<file path="config.mk">
export PLATFORM = sky130hd
export DESIGN_NAME = uart_rx_flat
export DESIGN_NICKNAME = d
export VERILOG_FILES = /design/src/rtl/uart_rx_if.sv /design/src/rtl/uart_rx.sv /design/src/flat_wrapper.sv
export SDC_FILE = /design/constraint.sdc
export NUM_CORES = 1
export LEC_CHECK = 0
export CELL_PAD_IN_SITES_DETAIL_PLACEMENT = 2
export CELL_PAD_IN_SITES_GLOBAL_PLACEMENT = 2
export CORE_AREA = 2 2 66 68
export DETAILED_ROUTE_END_ITERATION = 10
export DIE_AREA = 0 0 68 70
export DONT_BUFFER_PORTS = 1
export PLACE_DENSITY_LB_ADDON = 0.05
export SLEW_MARGIN = 20
export SYNTH_ARGS = -nofsm -noshare
export SYNTH_HDL_FRONTEND = slang
export SYNTH_SLANG_ARGS = --single-unit
</file>
<file path="constraint.sdc">
create_clock -name clk -period 2.82 [get_ports clk]
set_clock_uncertainty 0.15 [all_clocks]
set_input_delay 0.564 -clock clk [delete_from_list [all_inputs] [get_ports clk]]
set_output_delay 0.564 -clock clk [all_outputs]
set_load 0.005 [all_outputs]
</file>
<file path="src/rtl/uart_rx_if.sv">
// Receive-side bundle of the UART receiver: serial line in, byte/valid/ready handshake and error pulses out.
interface uart_rx_if;
    logic       rx;
    logic [7:0] rx_data;
    logic       rx_valid;
    logic       rx_ready;
    logic       frame_err;
    logic       overrun;
    logic       parity_err;

    modport master (
        input  rx,
        input  rx_ready,
        output rx_data,
        output rx_valid,
        output frame_err,
        output overrun,
        output parity_err
    );

    modport slave (
        output rx,
        output rx_ready,
        input  rx_data,
        input  rx_valid,
        input  frame_err,
        input  overrun,
        input  parity_err
    );
endinterface

</file>
<file path="src/rtl/uart_rx.sv">
// 16x-oversampling UART receiver (8N1) with a held valid/ready output and one-cycle error pulses.
// Define UART_RX_PARITY_EN to add one even-parity bit after the data bits (8E1).
module uart_rx #(
    parameter int unsigned CLK_FREQ = 100_000_000,
    parameter int unsigned BAUD     = 115200
) (
    input  logic      clk,
    input  logic      rst,
    uart_rx_if.master bus
);
    localparam int unsigned DIV   = CLK_FREQ / (BAUD * 16);
    localparam int unsigned DIV_W = (DIV > 1) ? $clog2(DIV) : 1;
    localparam logic [DIV_W-1:0] DIV_LAST = DIV_W'(DIV - 1);

`ifdef UART_RX_PARITY_EN
    typedef enum logic [2:0] {IDLE, START, DATA, PARITY, STOP, BREAK} state_t;
`else
    typedef enum logic [2:0] {IDLE, START, DATA, STOP, BREAK} state_t;
`endif

    state_t           state, state_n;
    logic             rx_meta, rx_s;
    logic [DIV_W-1:0] div_cnt, div_n;
    logic [3:0]       tick_cnt, tick_n;
    logic [2:0]       bit_cnt, bit_n;
    logic [7:0]       shreg, shreg_n;
    logic [7:0]       data_q, data_n;
    logic             valid_q, valid_n;
    logic             ferr_q, ferr_n;
    logic             ovr_q, ovr_n;
    logic             tick_c, mid_c, done_c;
`ifdef UART_RX_PARITY_EN
    logic             pbad_q, pbad_n;
    logic             perr_q, perr_n;
`endif

    // Two-flop synchronizer; resets to idle-high so reset release never looks like a start edge
    always_ff @(posedge clk or posedge rst) begin
        if (rst) begin
            rx_meta <= 1'b1;
            rx_s    <= 1'b1;
        end else begin
            rx_meta <= bus.rx;
            rx_s    <= rx_meta;
        end
    end

    always_ff @(posedge clk or posedge rst) begin
        if (rst) begin
            state    <= IDLE;
            div_cnt  <= '0;
            tick_cnt <= '0;
            bit_cnt  <= '0;
            shreg    <= '0;
            data_q   <= '0;
            valid_q  <= 1'b0;
            ferr_q   <= 1'b0;
            ovr_q    <= 1'b0;
`ifdef UART_RX_PARITY_EN
            pbad_q   <= 1'b0;
            perr_q   <= 1'b0;
`endif
        end else begin
            state    <= state_n;
            div_cnt  <= div_n;
            tick_cnt <= tick_n;
            bit_cnt  <= bit_n;
            shreg    <= shreg_n;
            data_q   <= data_n;
            valid_q  <= valid_n;
            ferr_q   <= ferr_n;
            ovr_q    <= ovr_n;
`ifdef UART_RX_PARITY_EN
            pbad_q   <= pbad_n;
            perr_q   <= perr_n;
`endif
        end
    end

    assign tick_c = (div_cnt == DIV_LAST);
    // Bit-centre event: 16 ticks after the previous sample point
    assign mid_c  = tick_c && (tick_cnt == 4'd15);

    always_comb begin
        state_n = state;
        div_n   = '0;
        tick_n  = tick_cnt;
        bit_n   = bit_cnt;
        shreg_n = shreg;
        data_n  = data_q;
        valid_n = valid_q;
        ferr_n  = 1'b0;
        ovr_n   = 1'b0;
        done_c  = 1'b0;
`ifdef UART_RX_PARITY_EN
        pbad_n  = pbad_q;
        perr_n  = 1'b0;
`endif

        if (state != IDLE && state != BREAK) begin
            div_n = tick_c ? '0 : DIV_W'(div_cnt + DIV_W'(1));
            if (tick_c) tick_n = 4'(tick_cnt + 4'd1);
        end

        case (state)
            IDLE: begin
                tick_n = '0;
                if (!rx_s) state_n = START;
            end
            START: begin
                if (tick_c && tick_cnt == 4'd7) begin
                    tick_n  = '0;
                    bit_n   = '0;
                    state_n = rx_s ? IDLE : DATA;
                end
            end
            DATA: begin
                if (mid_c) begin
                    shreg_n = {rx_s, shreg[7:1]};
                    bit_n   = 3'(bit_cnt + 3'd1);
`ifdef UART_RX_PARITY_EN
                    if (bit_cnt == 3'd7) state_n = PARITY;
`else
                    if (bit_cnt == 3'd7) state_n = STOP;
`endif
                end
            end
`ifdef UART_RX_PARITY_EN
            PARITY: begin
                if (mid_c) begin
                    pbad_n  = rx_s ^ (^shreg);
                    state_n = STOP;
                end
            end
`endif
            STOP: begin
                if (mid_c) begin
                    if (rx_s) begin
                        state_n = IDLE;
`ifdef UART_RX_PARITY_EN
                        if (pbad_q) perr_n = 1'b1;
                        else        done_c = 1'b1;
`else
                        done_c = 1'b1;
`endif
                    end else begin
                        ferr_n  = 1'b1;
                        state_n = BREAK;
`ifdef UART_RX_PARITY_EN
                        perr_n  = pbad_q;
`endif
                    end
                end
            end
            BREAK: begin
                tick_n = '0;
                if (rx_s) state_n = IDLE;
            end
            default: state_n = IDLE;
        endcase

        // Output buffer: handshake drains it; a completion refills it or is dropped as overrun
        if (valid_q && bus.rx_ready) valid_n = 1'b0;
        if (done_c) begin
            if (valid_q && !bus.rx_ready) begin
                ovr_n = 1'b1;
            end else begin
                valid_n = 1'b1;
                data_n  = shreg;
            end
        end
    end

    assign bus.rx_data   = data_q;
    assign bus.rx_valid  = valid_q;
    assign bus.frame_err = ferr_q;
    assign bus.overrun   = ovr_q;
`ifdef UART_RX_PARITY_EN
    assign bus.parity_err = perr_q;
`else
    assign bus.parity_err = 1'b0;
`endif
endmodule

</file>
<file path="src/flat_wrapper.sv">
// flat-port wrapper written by rule: the top's interface ports become plain ports
module uart_rx_flat 
#(
    parameter int unsigned CLK_FREQ = 100_000_000,
    parameter int unsigned BAUD     = 115200
)
  (clk, rst, bus_rx, bus_rx_ready, bus_rx_data, bus_rx_valid, bus_frame_err, bus_overrun, bus_parity_err);
  uart_rx_if bus_i ();
  input  logic clk;
  input  logic rst;
  input wire logic [$bits(bus_i.rx)-1:0] bus_rx;
  input wire logic [$bits(bus_i.rx_ready)-1:0] bus_rx_ready;
  output wire logic [$bits(bus_i.rx_data)-1:0] bus_rx_data;
  output wire logic [$bits(bus_i.rx_valid)-1:0] bus_rx_valid;
  output wire logic [$bits(bus_i.frame_err)-1:0] bus_frame_err;
  output wire logic [$bits(bus_i.overrun)-1:0] bus_overrun;
  output wire logic [$bits(bus_i.parity_err)-1:0] bus_parity_err;
  assign bus_i.rx = bus_rx;
  assign bus_i.rx_ready = bus_rx_ready;
  assign bus_rx_data = bus_i.rx_data;
  assign bus_rx_valid = bus_i.rx_valid;
  assign bus_frame_err = bus_i.frame_err;
  assign bus_overrun = bus_i.overrun;
  assign bus_parity_err = bus_i.parity_err;
  uart_rx #(.CLK_FREQ(CLK_FREQ), .BAUD(BAUD)) u_core (.clk(clk), .rst(rst), .bus(bus_i));
endmodule
</file>
; After elaboration in Yosys (flattened, before gate mapping)
; Cells that the tools add are included.
[totals]
regBits = 37
out_inout_bits = 12
[op_classes]
add_sub_neg = 3
eq_ne = 15
mux = 29
bitwise = 1
reduce_logical = 14
[ops]
columns = cell, n
row1 = 2-to-1 mux 3 bit, 9
row2 = case mux 3 bit (5 select lines), 1
row3 = 2-to-1 mux 4 bit, 3
row4 = 2-to-1 mux 6 bit, 2
row5 = 2-to-1 mux 1 bit, 11
row6 = != test 2 x 1 -> 1 bit (second input constant), 5
row7 = case mux 4 bit (2 select lines), 1
row8 = adder 6 x 1 -> 6 bit (second input constant), 1
row9 = == test 3 x 2 -> 1 bit (second input constant), 2
row10 = == test 3 bit (second input constant), 2
row11 = == test 6 bit (second input constant), 1
row12 = case mux 3 bit (2 select lines), 1
row13 = AND reduction 6 bit, 1
row14 = logical AND 1 bit, 5
row15 = adder 4 x 1 -> 4 bit (second input constant), 1
row16 = == test 4 x 3 -> 1 bit (second input constant), 1
row17 = == test 4 bit (second input constant), 1
row18 = AND reduction 2 bit, 2
row19 = adder 3 x 1 -> 3 bit (second input constant), 1
row20 = == test 3 x 1 -> 1 bit (second input constant), 1
row21 = logical NOT 3 bit, 1
row22 = != test 3 bit (second input constant), 1
row23 = AND reduction 3 bit, 1
row24 = nonzero test 3 bit, 1
row25 = other kinds (6), 6

; Longest topological paths before layout
; Gate-level depths: netlist of the first run.
[depth]
ltp_word = 5
mapped_depth = 6
depth_no_buf = 6

; Least setup slack after synthesis of the first run
; No wires, ideal clock.
[synth_timing]
path_kind = register to register
start = register u_core.div_cnt[1]
end = register u_core.data_q[0] (netlist: u_core.bus.rx_data[0])
arrival_ns = 1.809
required_time_ns = 2.545
setup_slack_ns = 0.736
path_stages_with_launch = 7
n_path_buf = 0
period_less_slack_ns = 2.084
path_cell_list = dfrtp_1 -> inv_1 -> ha_1 -> nand3_1 -> or3_4 -> nor3b_4 -> mux2_2
[synth_between]
elab_chain_len = 5
[synth_rtl]
columns = item, line_no
row1 = "start, declared", uart_rx.sv:23  ; logic [DIV_W-1:0] div_cnt, div_n;
row2 = "start signal, assigned", uart_rx.sv:65  ; div_cnt <= div_n;
row3 = == test 6 bit, uart_rx.sv:80  ; assign tick_c = (div_cnt == DIV_LAST);
row4 = logical AND 1 bit, uart_rx.sv:82  ; assign mid_c = tick_c && (tick_cnt == 4'd15);
row5 = 2-to-1 mux 1 bit, uart_rx.sv:137  ; if (mid_c) begin
row6 = 2-to-1 mux 1 bit, uart_rx.sv:105  ; case (state)
row7 = AND reduction 2 bit (no line), n/a
row8 = "end signal, assigned", uart_rx.sv:69  ; data_q <= data_n;
row9 = "end, declared", uart_rx.sv:27  ; logic [7:0] data_q, data_n;
; Every way passes these cells.
; A chain may end at the register's enable or synchronous reset.

; Worst setup path in the final report of the first run
; Same ends and word-level chain as after synthesis.

==> results of run 1 <==
routing by layer:
metal	share of wire [%]	routed length, um
met1	48	1555
met2	47	1522
met3	2.6	85
met4	2.4	77
met5	0	0
power groups by stage:
| stage | registers (W) | clock network [W] | logic [W] |
|---|---|---|---|
| 6_report | 0.000534 | 0.000401 | 0.0000119 |
| 5_1_grt | 0.000534 | 0.000445 | 0.0000143 |
| 4_1_cts | 0.000534 | 0.000422 | 0.0000130 |
| 3_5_place_dp | 0.000544 | 0 | 0.0000131 |
| 3_3_place_gp | 0.000544 | 0 | 0.0000128 |
| 2_1_floorplan | 0.000544 | 0 | 0.00000965 |
layout by cell type, fill, tap and decap left out, types with 2 or more instances in the layout:
cell type / n
sky130_fd_sc_hd__inv_1: 5
sky130_fd_sc_hd__nor2b_1: 2
sky130_fd_sc_hd__xor2_1: 3
sky130_fd_sc_hd__ha_1: 5
sky130_fd_sc_hd__nor4_1: 2
sky130_fd_sc_hd__mux2_2: 16
sky130_fd_sc_hd__and3_1: 2
sky130_fd_sc_hd__nor2_1: 13
sky130_fd_sc_hd__nand2b_1: 2
sky130_fd_sc_hd__nand2_1: 6
sky130_fd_sc_hd__nor3_1: 5
sky130_fd_sc_hd__dfrtp_1: 35
sky130_fd_sc_hd__xnor2_1: 4
sky130_fd_sc_hd__buf_4: 2
sky130_fd_sc_hd__dfstp_2: 2
sky130_fd_sc_hd__a31oi_1: 2
sky130_fd_sc_hd__nand3_1: 4
sky130_fd_sc_hd__nand4_1: 3
sky130_fd_sc_hd__o21ai_0: 4
sky130_fd_sc_hd__a21oi_1: 3
sky130_fd_sc_hd__mux2_4: 3
sky130_fd_sc_hd__clkbuf_8: 7
sky130_fd_sc_hd__or3_4: 2
cell type report:
cell class,count,area [sq um]
Fill cell,435,2322
Timing Repair Buffer,2,15.01
Inverter,5,18.77
Sequential cell,37,928.4
Clock buffer,7,96.34
Tap cell,52,65.06
Clock inverter,1,5.005
Multi-Input combinational cell,91,693.2
stage by stage:
stage	total power (W)	hold slack, ns
final	0.0009470	0.1166
after global routing	0.0009931	0.09737
after CTS	0.0009686	0.1031
after detailed placement	0.0005575	0.2013
after global placement	0.0005572	0.2015
after floorplan	0.0005536	0.1952
worst reg2reg max path, stage by stage (launching register included):
cell and delay, ns:
sky130_fd_sc_hd__dfrtp_1 0.40, sky130_fd_sc_hd__inv_1 0.06, sky130_fd_sc_hd__ha_1 0.15, sky130_fd_sc_hd__nand3_1 0.18
sky130_fd_sc_hd__or3_4 0.42, sky130_fd_sc_hd__nor3b_4 0.45, sky130_fd_sc_hd__mux2_2 0.40
worst min-delay path by stage:
stage                    from                 to  slack (ns)  depth (start not counted)
2_1_floorplan  u_core.rx_meta        u_core.rx_s        0.20                          0
3_3_place_gp   u_core.rx_meta        u_core.rx_s        0.20                          0
3_5_place_dp   u_core.rx_meta        u_core.rx_s        0.20                          0
4_1_cts                bus_rx     u_core.rx_meta        0.10                          0
5_1_grt                bus_rx     u_core.rx_meta         0.1                          0
6_report                  rst  u_core.div_cnt[1]        0.12                          2
kinds of logic after synthesis:
kind of cell    after synthesis
compound gates               10
xor+xnor                      7
mux                          20
simple gates                 48
buf+inv                       9
other cells                   1
fa+ha+maj                     5
flops                        37
registers in the layout, indices dropped and copies added (netlist names):
register	cells
u_core.state	3
u_core.rx_s	1
u_core.div_cnt	6
u_core.shreg	8
u_core.bus.rx_data	8
u_core.bus.overrun	1
u_core.bit_cnt	3
u_core.rx_meta	1
u_core.bus.frame_err	1
u_core.tick_cnt	4
u_core.bus.rx_valid	1
==> summary by stage, run 1 <==
Run status
The flow ran to the end, and the final reports show no timing, DRC or antenna violations.

Setup path
The critical path launch point is u_core.div_cnt[1]. The worst register-to-register path begins at u_core.div_cnt[1]. Of all nets on the critical path, the largest fanout is 8. The startpoint class of the critical path is a register. The number of cells on the worst reg-to-reg path is 6. At the worst endpoint, the arrival time is 2.35 ns. In this run the critical register-to-register path is captured at u_core.bus.rx_data[0]. The worst setup path is captured at a register. The worst setup path is of the register to register kind. The largest individual stage delay along the critical path comes from the cell sky130_fd_sc_hd__nor3b_4. The critical path runs through a total of 6 cells. Across all register-to-register paths, the minimum setup slack is 0.49 ns.

The number of buffers and inverters on the critical path is 1. Traced cell by cell, the critical path runs through inv_1, ha_1, nand3_1, or3_4, nor3b_4, mux2_2. The last element of the critical path is u_core.bus.rx_data[0]. On the critical path the largest part of the delay comes from simple AND/OR/NAND/NOR gates. For this run, the slowest stage of the critical path takes 0.45 ns.

Data on the critical path is required at its endpoint by 2.84 ns.

Timing
Setup violations remaining at the end of the flow were counted as 0. The worst path uses 82.45% of the clock period. The count of final max-slew check failures is 0.

Setup repair after global routing left no endpoint under its margin. The sum of negative setup slack is 0 ns. Based on the critical path, the design can be clocked at up to 0.4301 GHz. The count of endpoints failing hold in the final timing report came to 0. The relative max-transition margin is 66.12%. The final worst slack is 0.4949 ns.

The smallest clock period supported by the final layout is computed as 2.325 ns. The slew at the pin closest to its max-slew limit is 0.5082 ns.

Global routing
In the global route stage, met3 resource usage came out at 4.509%. For this run, global-route usage on met1 was measured as 20.66%. The via count of the first global-routing pass is 1151. The routing usage on met2 is 25.03%. The most utilized layer in the global route result is met2.

The first global-routing pass estimated 5651 um of wire. Entering global routing, the biggest net connects 38 pins. For this run the aggregate overflow at the end of global routing stands at 0. The number of antenna violations at the first check in global routing is 0. In the global route stage, overall resource usage came out at 16.14%.

Power and ir drop
Dividing total power by cell area gives a power density of 519.9 mW/mm^2. The largest voltage drop on the vdd net is 277.3 uV. The internal power of the cells totals 0.0007552 W. The sequential group share of total power is 56.4%. The power dissipated by switching net loads is 0.0001918 W. For this design the static power due to leakage is 0.8615 nW. The combinational group share of total power is 1.3%. The switching power as a share of total power is 20.25%. The relative contribution of the clock network to total power is 42.3%.

Finish
The synthesis-to-finish area growth is 9.639%. The final standard cell utilization of the core is 43.96%. After routing the design area is 0.001822 sq mm.

The count of nets after finishing is 151. The post-route netlist has 25.17% of its cells at a drive strength greater than 1. The number of antenna cells inserted is 0. After the flow finishes, the layout carries non-filler instances totaling 195.

Synthesis
The number of cells produced by synthesis is 137. Summing every instance area after synthesis gives 0.001662 sq mm. The commonest cells after synthesis are 35 x sky130_fd_sc_hd__dfrtp_1, 16 x sky130_fd_sc_hd__mux2_2, 13 x sky130_fd_sc_hd__nor2_1. The net count after synthesis is 146. The synthesized area per cell is 12.13 sq um. The most used flip-flop cell after synthesis is sky130_fd_sc_hd__dfrtp_1. The area share of the largest cell type after synthesis is 52.71%. The synthesized netlist devotes 16.64% of its cell area to simple gates. After synthesis, the share of flip-flops with an asynchronous set or reset is 100.0%. Synthesis inferred 37 register bits.

The count of flip-flops with a built-in enable after synthesis is 0. The fraction of the mapped netlist area in compound gates is 3.238%. Counting distinct cell types in the post-synthesis netlist gives 34. The most common cell in the synthesized netlist is sky130_fd_sc_hd__dfrtp_1. The multiplexer share of the synthesized area is 14.16%.

Of all cell types, the one taking the most synthesized area is sky130_fd_sc_hd__dfrtp_1. Yosys printed 0 warnings. By area, the combinational part of the netlist is dominated by simple AND/OR/NAND/NOR gates. Of the total synthesized cell area, the portion taken by full adders, half adders and majority gates is 3.765%.

The area share of xor/xnor cells in the synthesized design is 3.690%. The share of the Yosys chip area taken by registers is 55.87%. In the post-synthesis netlist, the biggest area contributors are sky130_fd_sc_hd__dfrtp_1 53%, sky130_fd_sc_hd__mux2_2 11%, sky130_fd_sc_hd__ha_1 3.8%, sky130_fd_sc_hd__dfstp_2 3.2%, sky130_fd_sc_hd__nor2_1 2.9%.

Run
The reported max-cap violation count is 0.

Die
16 I/O pins were placed. The die area is 0.004760 sq mm. In this run the vertical extent of the chip is 70 um. After floorplanning, the core was sized to cover 0.004144 sq mm. The number of placement rows is 24. The starting utilization of the core area is 40.10%. The die is 68 um wide.

Place
Routability-driven placement finished with a final weighted congestion of 0.7547. After detailed placement, the total cell area comes to 0.001720 sq mm. The count of input and output buffers is 0. After legalization and detailed placement, the total HPWL measured 2340 um.

OpenSTA, run right after detailed placement, puts the worst setup slack at 0.4694 ns. The number of placed instances, taps included is 187.

Clocking
The number of buffers inserted during clock tree synthesis is 5. TritonCTS built the clock tree. The later pin in the worst-skew pair is clocked with a latency of 0.29 ns.

The clock sink total is 37. The clock tree root buffer cell is sky130_fd_sc_hd__clkbuf_8. In this run, post-CTS hold repair placed 0 buffers. The maximum root-to-sink buffer count is 2. The clock transition at the registers of the reported paths is 0.07 ns. Post-CTS timing repair inserted 0 buffers for setup. Gates resized during post-CTS repair numbered 0. The H-tree was split into 2 levels.

Drt
The total iterations of the first detailed-routing run is 3. The DRC marker count from the first detailed-route iteration is 47. The wire length reported by the detailed router is 3240 um.

The number of antenna-violating nets in the routed design is 0. After detailed routing, the average wire length per cell comes to 16.62 um. In the routed layout, each cell is associated on average with a via count of 5.313. The total via count after detailed routing is 1036. The total DRC errors in the routed layout is 0.

Min path
The classification of the worst-slack hold path is input port to asynchronous set/reset pin.
(Power assumes the default switching activity.)
==> inputs of run 2 (changes only) <==
--- a/config.mk
+++ b/config.mk
@@ -7,9 +7,9 @@
 export LEC_CHECK = 0
 export CELL_PAD_IN_SITES_DETAIL_PLACEMENT = 2
 export CELL_PAD_IN_SITES_GLOBAL_PLACEMENT = 2
-export CORE_AREA = 2 2 66 68
+export CORE_AREA = 2 2 70 72
 export DETAILED_ROUTE_END_ITERATION = 10
-export DIE_AREA = 0 0 68 70
+export DIE_AREA = 0 0 72 74
 export DONT_BUFFER_PORTS = 1
 export PLACE_DENSITY_LB_ADDON = 0.05
 export SLEW_MARGIN = 20
==> constraint.sdc (replaced) <==
create_clock -name clk -period 1.9 [get_ports clk]
set_clock_uncertainty 0.15 [all_clocks]
set_input_delay 0.38 -clock clk [delete_from_list [all_inputs] [get_ports clk]]
set_output_delay 0.38 -clock clk [all_outputs]
set_load 0.005 [all_outputs]
==> run 2 against run 1 <==
  * The run now ends with setup timing left
  * Critical path type unchanged
  * Setup slack got worse by 0.60 ns
  * Combinational power increased by 110%
  * Cell area increased by 16%
==> summary by stage, run 2 (synthesis results as in run 1) <==
Run status
The flow ran to the end, but the final reports show violations. The checks that failed: setup timing.

Run
The tool flagged a number of max-cap violations equal to 0.

Setup path
The critical path goes through ha_2, nand2_2, or3_4, nor3b_4, buf_6, mux2_4. The worst reg-to-reg setup slack is -0.11 ns. The worst register-to-register path begins at u_core.tick_cnt[1]. The most critical setup path has its startpoint at u_core.tick_cnt[1].

The required time at the worst-slack endpoint is 1.92 ns. The startpoint class of the critical path is a register. The number of cells on the worst reg-to-reg path is 6. On the worst path, the slowest cell contributes a delay of 0.41 ns.

At the worst endpoint, the arrival time is 2.03 ns. The slowest stage of the critical path belongs to the cell sky130_fd_sc_hd__or3_4. The kind of critical path is register to register.

The worst setup path is captured at a register. The maximum fanout count along the critical path is 5.

Die
The starting utilization of the core area is 36.14%. The number of placement rows is 25. The die covers 0.005328 sq mm. The total core area is 0.004598 sq mm.

The number of top-level pins is 16. The vertical die dimension is 74 um. Measured along the x axis, the die boundary spans 72 um.

Timing
The fraction of the cycle the final worst path needs is 105.8%. The count of final max-slew check failures is 0. Counting I/O delays and the setup requirement, the final critical path takes 2.010 ns.

The sum of negative setup slack is -1.105 ns. The count of endpoints failing hold in the final timing report came to 0. The final worst slack is -0.1099 ns. Setup repair after global routing could not meet its margin everywhere. The final-report setup violation count is 11. The upper clock frequency limit is 0.4975 GHz.

Global routing
The all-layer global routing usage is 15.95%. The wire length of the first global-routing pass is 6403 um. The largest net degree at the start of global routing is 38. The number of antenna violations at the first check in global routing came to 0.

The via count of the first global-routing pass is 1260. The remaining global-route overflow is 0.

Clocking
Counting every sink on the clock net gives 37. The clock tree root buffer cell is sky130_fd_sc_hd__clkbuf_8. The clock passes through at most 2 buffers.

The number of buffers inserted during clock tree synthesis is 5. The clock latency reported for the late side of the worst-skew pair is 0.28 ns. The clock tree from TritonCTS is built. Clock-pin slew was measured on the worst setup and hold paths at 0.07 ns. The clock tree synthesis step divided the H-tree into 2 levels.

Drt
The total DRC errors in the routed layout is 0. The total via count after detailed routing is 1139. After detailed routing, the total wire length is 3722 um. In this run, the number of DRC markers left after iteration 0 of detailed routing was 31. The total iterations of the first detailed-routing run is 6. The number of antenna-violating nets in the routed design is 0. The per-cell routed wire length is 16.40 um.

The post-detailed-route via-to-cell ratio is 5.018.

Place
The congestion estimate from routability-driven global placement came to 0.7767. The count of input and output buffers is 0. Detailed placement ended at an HPWL of 2710 um.

Finish
The post-route netlist has 40.46% of its cells at a drive strength greater than 1. Once layout is complete, the utilization of the core stands at 45.90%. The count of nets after finishing is 182. The commonest non-fill, non-tap cell in the layout is sky130_fd_sc_hd__dfrtp_1. In the layout the commonest cells are 35 x sky130_fd_sc_hd__dfrtp_1, 29 x sky130_fd_sc_hd__buf_4, 13 x sky130_fd_sc_hd__nor2_1, 11 x sky130_fd_sc_hd__mux2_4, 8 x sky130_fd_sc_hd__mux2_2. From synthesis to final layout, the design area changed by 27.03%. 0 antenna diodes ended up in the layout.

Min path
Along the worst hold path, the cell count comes to 2. The startpoint of the lowest-slack hold path is bus_rx_ready. The classification of the worst-slack hold path is input port to register.

Power and ir drop
In this run the power density over the cells is 633.5 mW/mm^2. Across the VDD grid, the largest voltage drop is 409.0 uV. The analysis attributes to cell leakage a power of 1.012 nW.
-- run 2: cell types whose count changed in the layout (fill, tap and decap cells not counted), moves of 2 or more --
cell,previous run,this run
sky130_fd_sc_hd__clkbuf_8,7,5
sky130_fd_sc_hd__mux2_4,3,11
sky130_fd_sc_hd__dlygate4sd3_1,0,2
sky130_fd_sc_hd__buf_6,0,2
sky130_fd_sc_hd__buf_4,2,29
sky130_fd_sc_hd__ha_1,5,3
sky130_fd_sc_hd__mux2_2,16,8
-- run 2: layer usage --
layer  up-vias  part of all wire [%]  GRT usage (%)
met3         4                   2.9          3.930
met5         -                     0              0
met4         0                  0.75          5.660
met2        17                    50          25.10
met1       572                    47          21.66
li1        546                     -              -
-- run 2: worst max-delay path: cells and delay by family, from the launching register on --
family                   cells  cell delay (ns)
AND/OR/NAND/NOR              3             0.71
multiplexers                 1             0.30
adder cells (fa/ha/maj)      1             0.21
flip-flops                   1             0.36
buffers and inverters        1             0.17
-- run 2: worst paths after layout --
| path | endpoint |
|---|---|
| min | u_core.bus.overrun |
| max in group asynchronous | u_core.rx_s |
| min in group asynchronous | u_core.div_cnt[4] |
| max reg2reg | u_core.bus.rx_data[0] |
| max | u_core.bus.rx_data[0] |
| min reg2reg | u_core.rx_s |
-- run 2: cell type report --
| cell class | count | area (sq um) |
|---|---|---|
| sequential | 37 | 928.4 |
| fill | 476 | 2487 |
| clock inverter | 1 | 8.758 |
| clock buffer | 6 | 72.57 |
| inverter | 5 | 18.77 |
| tap | 54 | 67.56 |
| multi-input combinational | 91 | 754.5 |
| timing repair buffer | 33 | 260.3 |
-- run 2: metrics by stage --
stage	total power [W]	instances	setup WS (ns)	hold WS, ns	area [sq um]
floorplan	0.0008217	137	-0.1367	0.1952	1667
global placement	0.0008303	215	-0.1104	0.1988	1923
detailed placement	0.0008310	215	-0.1514	0.1981	1923
CTS	0.001366	226	-0.1425	0.1984	2069
global route	0.001398	227	-0.1834	0.2102	2111
finish	0.001337	227	-0.1099	0.2065	2111
-- run 2: power by group --
| part | internal [W] | switching, W | total, W |
|---|---|---|---|
| Combinational | 0.00000732 | 0.0000179 | 0.0000253 |
| Clock | 0.000254 | 0.000266 | 0.000520 |
| Sequential | 0.000791 | 0.000000735 | 0.000792 |
-- run 2: timing repair --
action | CTS | global route
hold endpoints to repair | 36 | 0
resized for setup | 8 | 9
cloned | 0 | 0
pin swaps | 0 | 1
hold buffers | 2 | 0
setup buffers | 2 | 1
setup endpoints to repair | 19 | 23
==> inputs of run 3 (changes only) <==
--- a/config.mk
+++ b/config.mk
@@ -5,11 +5,9 @@
 export SDC_FILE = /design/constraint.sdc
 export NUM_CORES = 1
 export LEC_CHECK = 0
-export CELL_PAD_IN_SITES_DETAIL_PLACEMENT = 2
-export CELL_PAD_IN_SITES_GLOBAL_PLACEMENT = 2
-export CORE_AREA = 2 2 70 72
+export CORE_AREA = 2 2 58 60
 export DETAILED_ROUTE_END_ITERATION = 10
-export DIE_AREA = 0 0 72 74
+export DIE_AREA = 0 0 60 62
 export DONT_BUFFER_PORTS = 1
 export PLACE_DENSITY_LB_ADDON = 0.05
 export SLEW_MARGIN = 20
==> run 3 against run 2 <==
  * The run still ends with setup timing left
  * Count of clock-buffer cells in the layout fell by 1
  * Wire length fell by 24%
  * First-iteration DRC count fell by 61%
  * Critical path depth did not move
  * Total power fell by 8.9%
  * Largest power group unchanged
  * Cell area fell by 5.1%
  * Global-route usage rose by 2.0 points
  * Utilization rose by 17 points
  * Die area fell by 30%
==> summary by stage, run 3 (synthesis results as in run 1) <==
Clocking
The clock tree from TritonCTS is built. The number of buffers inserted during clock tree synthesis is 5. The clock latency reported for the late side of the worst-skew pair is 0.34 ns. Counting along the longest clock path gives a buffer depth of 2. The tree is rooted in a sky130_fd_sc_hd__clkbuf_4. The clock tree synthesis step divided the H-tree into 2 levels.

Clock tree synthesis found a total of 37 sinks. Clock-pin slew was measured on the worst setup and hold paths at 0.11 ns.

Finish
0 antenna diodes ended up in the layout. Compared with the post-synthesis result, the final layout area differs by 20.56%. The post-layout instance area is 0.002003 sq mm. The top cell types in the final layout, fill and taps aside, are 35 x sky130_fd_sc_hd__dfrtp_1, 24 x sky130_fd_sc_hd__buf_4, 15 x sky130_fd_sc_hd__mux2_2, 13 x sky130_fd_sc_hd__nor2_1.

The layout cell share with drive strength beyond 1 is 38.69%. Leaving out fill and tap cells, the most frequent cell in the layout is sky130_fd_sc_hd__dfrtp_1. For this run, the post-layout net count is 176.

Place
The final weighted congestion of routability-driven global placement is 0.8684. During placement, the flow inserted port buffers numbering 0. The HPWL after detailed placement is 2038 um. The placed standard-cell area is 0.001888 sq mm.

Die
The number of top-level pins is 16. Once the floorplan was initialized, standard cells occupied 52.26% of the core. In this run the standard cell core region covers 0.003179 sq mm. From left edge to right edge, the die measures 60 um.

The die area is 0.003720 sq mm. The number of placement rows is 21. The vertical die dimension is 62 um.

Setup path
The highest-delay cell along the critical path is sky130_fd_sc_hd__or3_4. The worst setup path is captured at a register. The largest single stage delay on the critical path is 0.39 ns.

The signal on the critical path passes through ha_2, nand2_2, or3_4, nor3b_4, buf_12, mux2_2. The kind of critical path is register to register. STA puts the critical path data arrival time at 2.08 ns. The worst reg-to-reg setup slack is -0.1 ns.

The required time at the worst-slack endpoint is 1.99 ns. The startpoint class of the critical path is a register. The maximum fanout count along the critical path is 8.

Timing
The count of endpoints failing hold in the final timing report is 0. Setup repair after global routing could not meet its margin everywhere. Setup violations remaining at the end of the flow were counted as 11. Dividing the final minimum period by the clock period gives 105.1%. The count of final max-slew check failures is 0. The slew at the pin closest to its max-slew limit is 0.5645 ns. The final worst slack is -0.09661 ns.

The relative max-transition margin is 62.37%. The upper clock frequency limit is 0.5008 GHz. The clock period minus final worst setup slack is 1.997 ns.

Run status
The run finished, with violations left. The final reports fail on setup timing.

Power and ir drop
The total chip power is 0.001218 W. In this run, flip-flops and latches consume 65.0% of the power. In this run the power density over the cells is 608.3 mW/mm^2. Of the total power, the share spent switching nets is 23.04%.

In this run the static leakage power is 0.9662 nW. The internal portion of the total power is 0.0009377 W. The clock network accounts for 33.0% of the total power.

Per report_power, the combinational group accounts for 2.0% of the total. The analysis attributes to net switching a power of 0.0002808 W. Across the VDD grid, the largest voltage drop is 427.6 uV.

Global routing
For this run, the total global-route usage over all layers was measured as 17.95%. The wire length of the first global-routing pass is 4761 um. Entering global routing, the biggest net connects 38 pins.

The number of antenna violations at the first check in global routing came to 0. The remaining global-route overflow is 0. The via count of the first global-routing pass came to 1029.

Drt
The total iterations of the first detailed-routing run is 4. After detailed routing, the number of remaining DRC violations is 0. The detail route stage leaves a number of antenna-violating nets equal to 0. The post-detailed-route via-to-cell ratio is 5.117. The total via count after detailed routing is 1095.

The DRC marker count from the first detailed-route iteration is 12. The wire length reported by the detailed router is 2832 um. The per-cell routed wire length is 13.23 um.

Min path
The tightest min-delay check is of the input port to register type.

Run
The reported max-cap violation count is 0.
run 3: cell count changes in the layout (fill, tap and decap cells not counted):
| cell | delta |
|---|---|
| sky130_fd_sc_hd__buf_12 | +1 |
| sky130_fd_sc_hd__buf_4 | -5 |
| sky130_fd_sc_hd__buf_6 | -2 |
| sky130_fd_sc_hd__clkbuf_1 | -1 |
| sky130_fd_sc_hd__clkbuf_4 | +5 |
| sky130_fd_sc_hd__clkbuf_8 | -5 |
| sky130_fd_sc_hd__clkinv_2 | +2 |
| sky130_fd_sc_hd__clkinv_4 | -1 |
| sky130_fd_sc_hd__clkinvlp_4 | +1 |
| sky130_fd_sc_hd__mux2_2 | +7 |
| sky130_fd_sc_hd__mux2_4 | -7 |
| sky130_fd_sc_hd__nor3_1 | +1 |
| sky130_fd_sc_hd__nor3_2 | -1 |
run 3: power groups by stage:
stage	Sequential [W]	Clock [W]	Combinational [W]
detailed placement	0.000807	0	0.0000230
CTS	0.000792	0.000418	0.0000261
floorplan	0.000807	0	0.0000143
global route	0.000793	0.000465	0.0000294
finish	0.000792	0.000402	0.0000247
global placement	0.000807	0	0.0000221
run 3: path summary, 6_finish.rpt:
| kind | startpoint | to | cells past startpoint |
|---|---|---|---|
| max | u_core.tick_cnt[1] | u_core.bus.rx_data[4] | 6 |
| min | bus_rx_ready | u_core.bus.overrun | 2 |
| max reg2reg | u_core.tick_cnt[1] | u_core.bus.rx_data[4] | 6 |
| min reg2reg | u_core.rx_meta | u_core.rx_s | 0 |
| max in group asynchronous | rst | u_core.rx_s | 3 |
| min in group asynchronous | rst | u_core.shreg[6] | 3 |
run 3: final cells by class:
| type | instances | area (sq um) |
|---|---|---|
| clock buffer | 5 | 37.54 |
| sequential | 37 | 928.4 |
| fill | 270 | 1176 |
| clock inverter | 3 | 17.52 |
| tap | 46 | 57.56 |
| timing repair buffer | 27 | 220.2 |
| inverter | 5 | 18.77 |
| multi-input combinational | 91 | 723.2 |
run 3: routing by layer:
layer	global-route usage (%)	share of wire, %	wire length (um)	up-vias
met5	0	0	0	-
met4	7.619	2.0	57	0
met3	5.797	3.6	103	6
met2	26.71	47	1340	15
met1	24.24	47	1330	541
li1	-	-	-	533
run 3: stage by stage:
step / util (%) / std cells / setup TNS, ns / setup slack (ns) / hold slack, ns
finish: 63.01 / 214 / -0.8920 / -0.09661 / 0.1393
floorplan: - / 137 / -1.379 / -0.1367 / 0.1952
detailed placement: 59.39 / 202 / -1.387 / -0.1200 / 0.2026
global placement: 59.39 / 202 / -0.9292 / -0.08196 / 0.1996
CTS: 62.30 / 214 / -1.528 / -0.1228 / 0.1323
global route: 63.01 / 214 / -2.265 / -0.1494 / 0.1093
run 3: worst max-delay path: cells and delay by family (launching register included):
family,cells,cell delay [ns]
mux,1,0.33
buf+inv,1,0.15
simple gates,3,0.67
flops,1,0.38
fa+ha+maj,1,0.21
run 3: timing repair:
item / 4_1_cts / 5_1_grt
resized for setup: 1 / 6
endpoints found under the setup margin: 19 / 22
endpoints found under the hold margin: 36 / 0
hold buffers: 2 / 0
pin swaps: 0 / 3
buffers inserted: 2 / 0
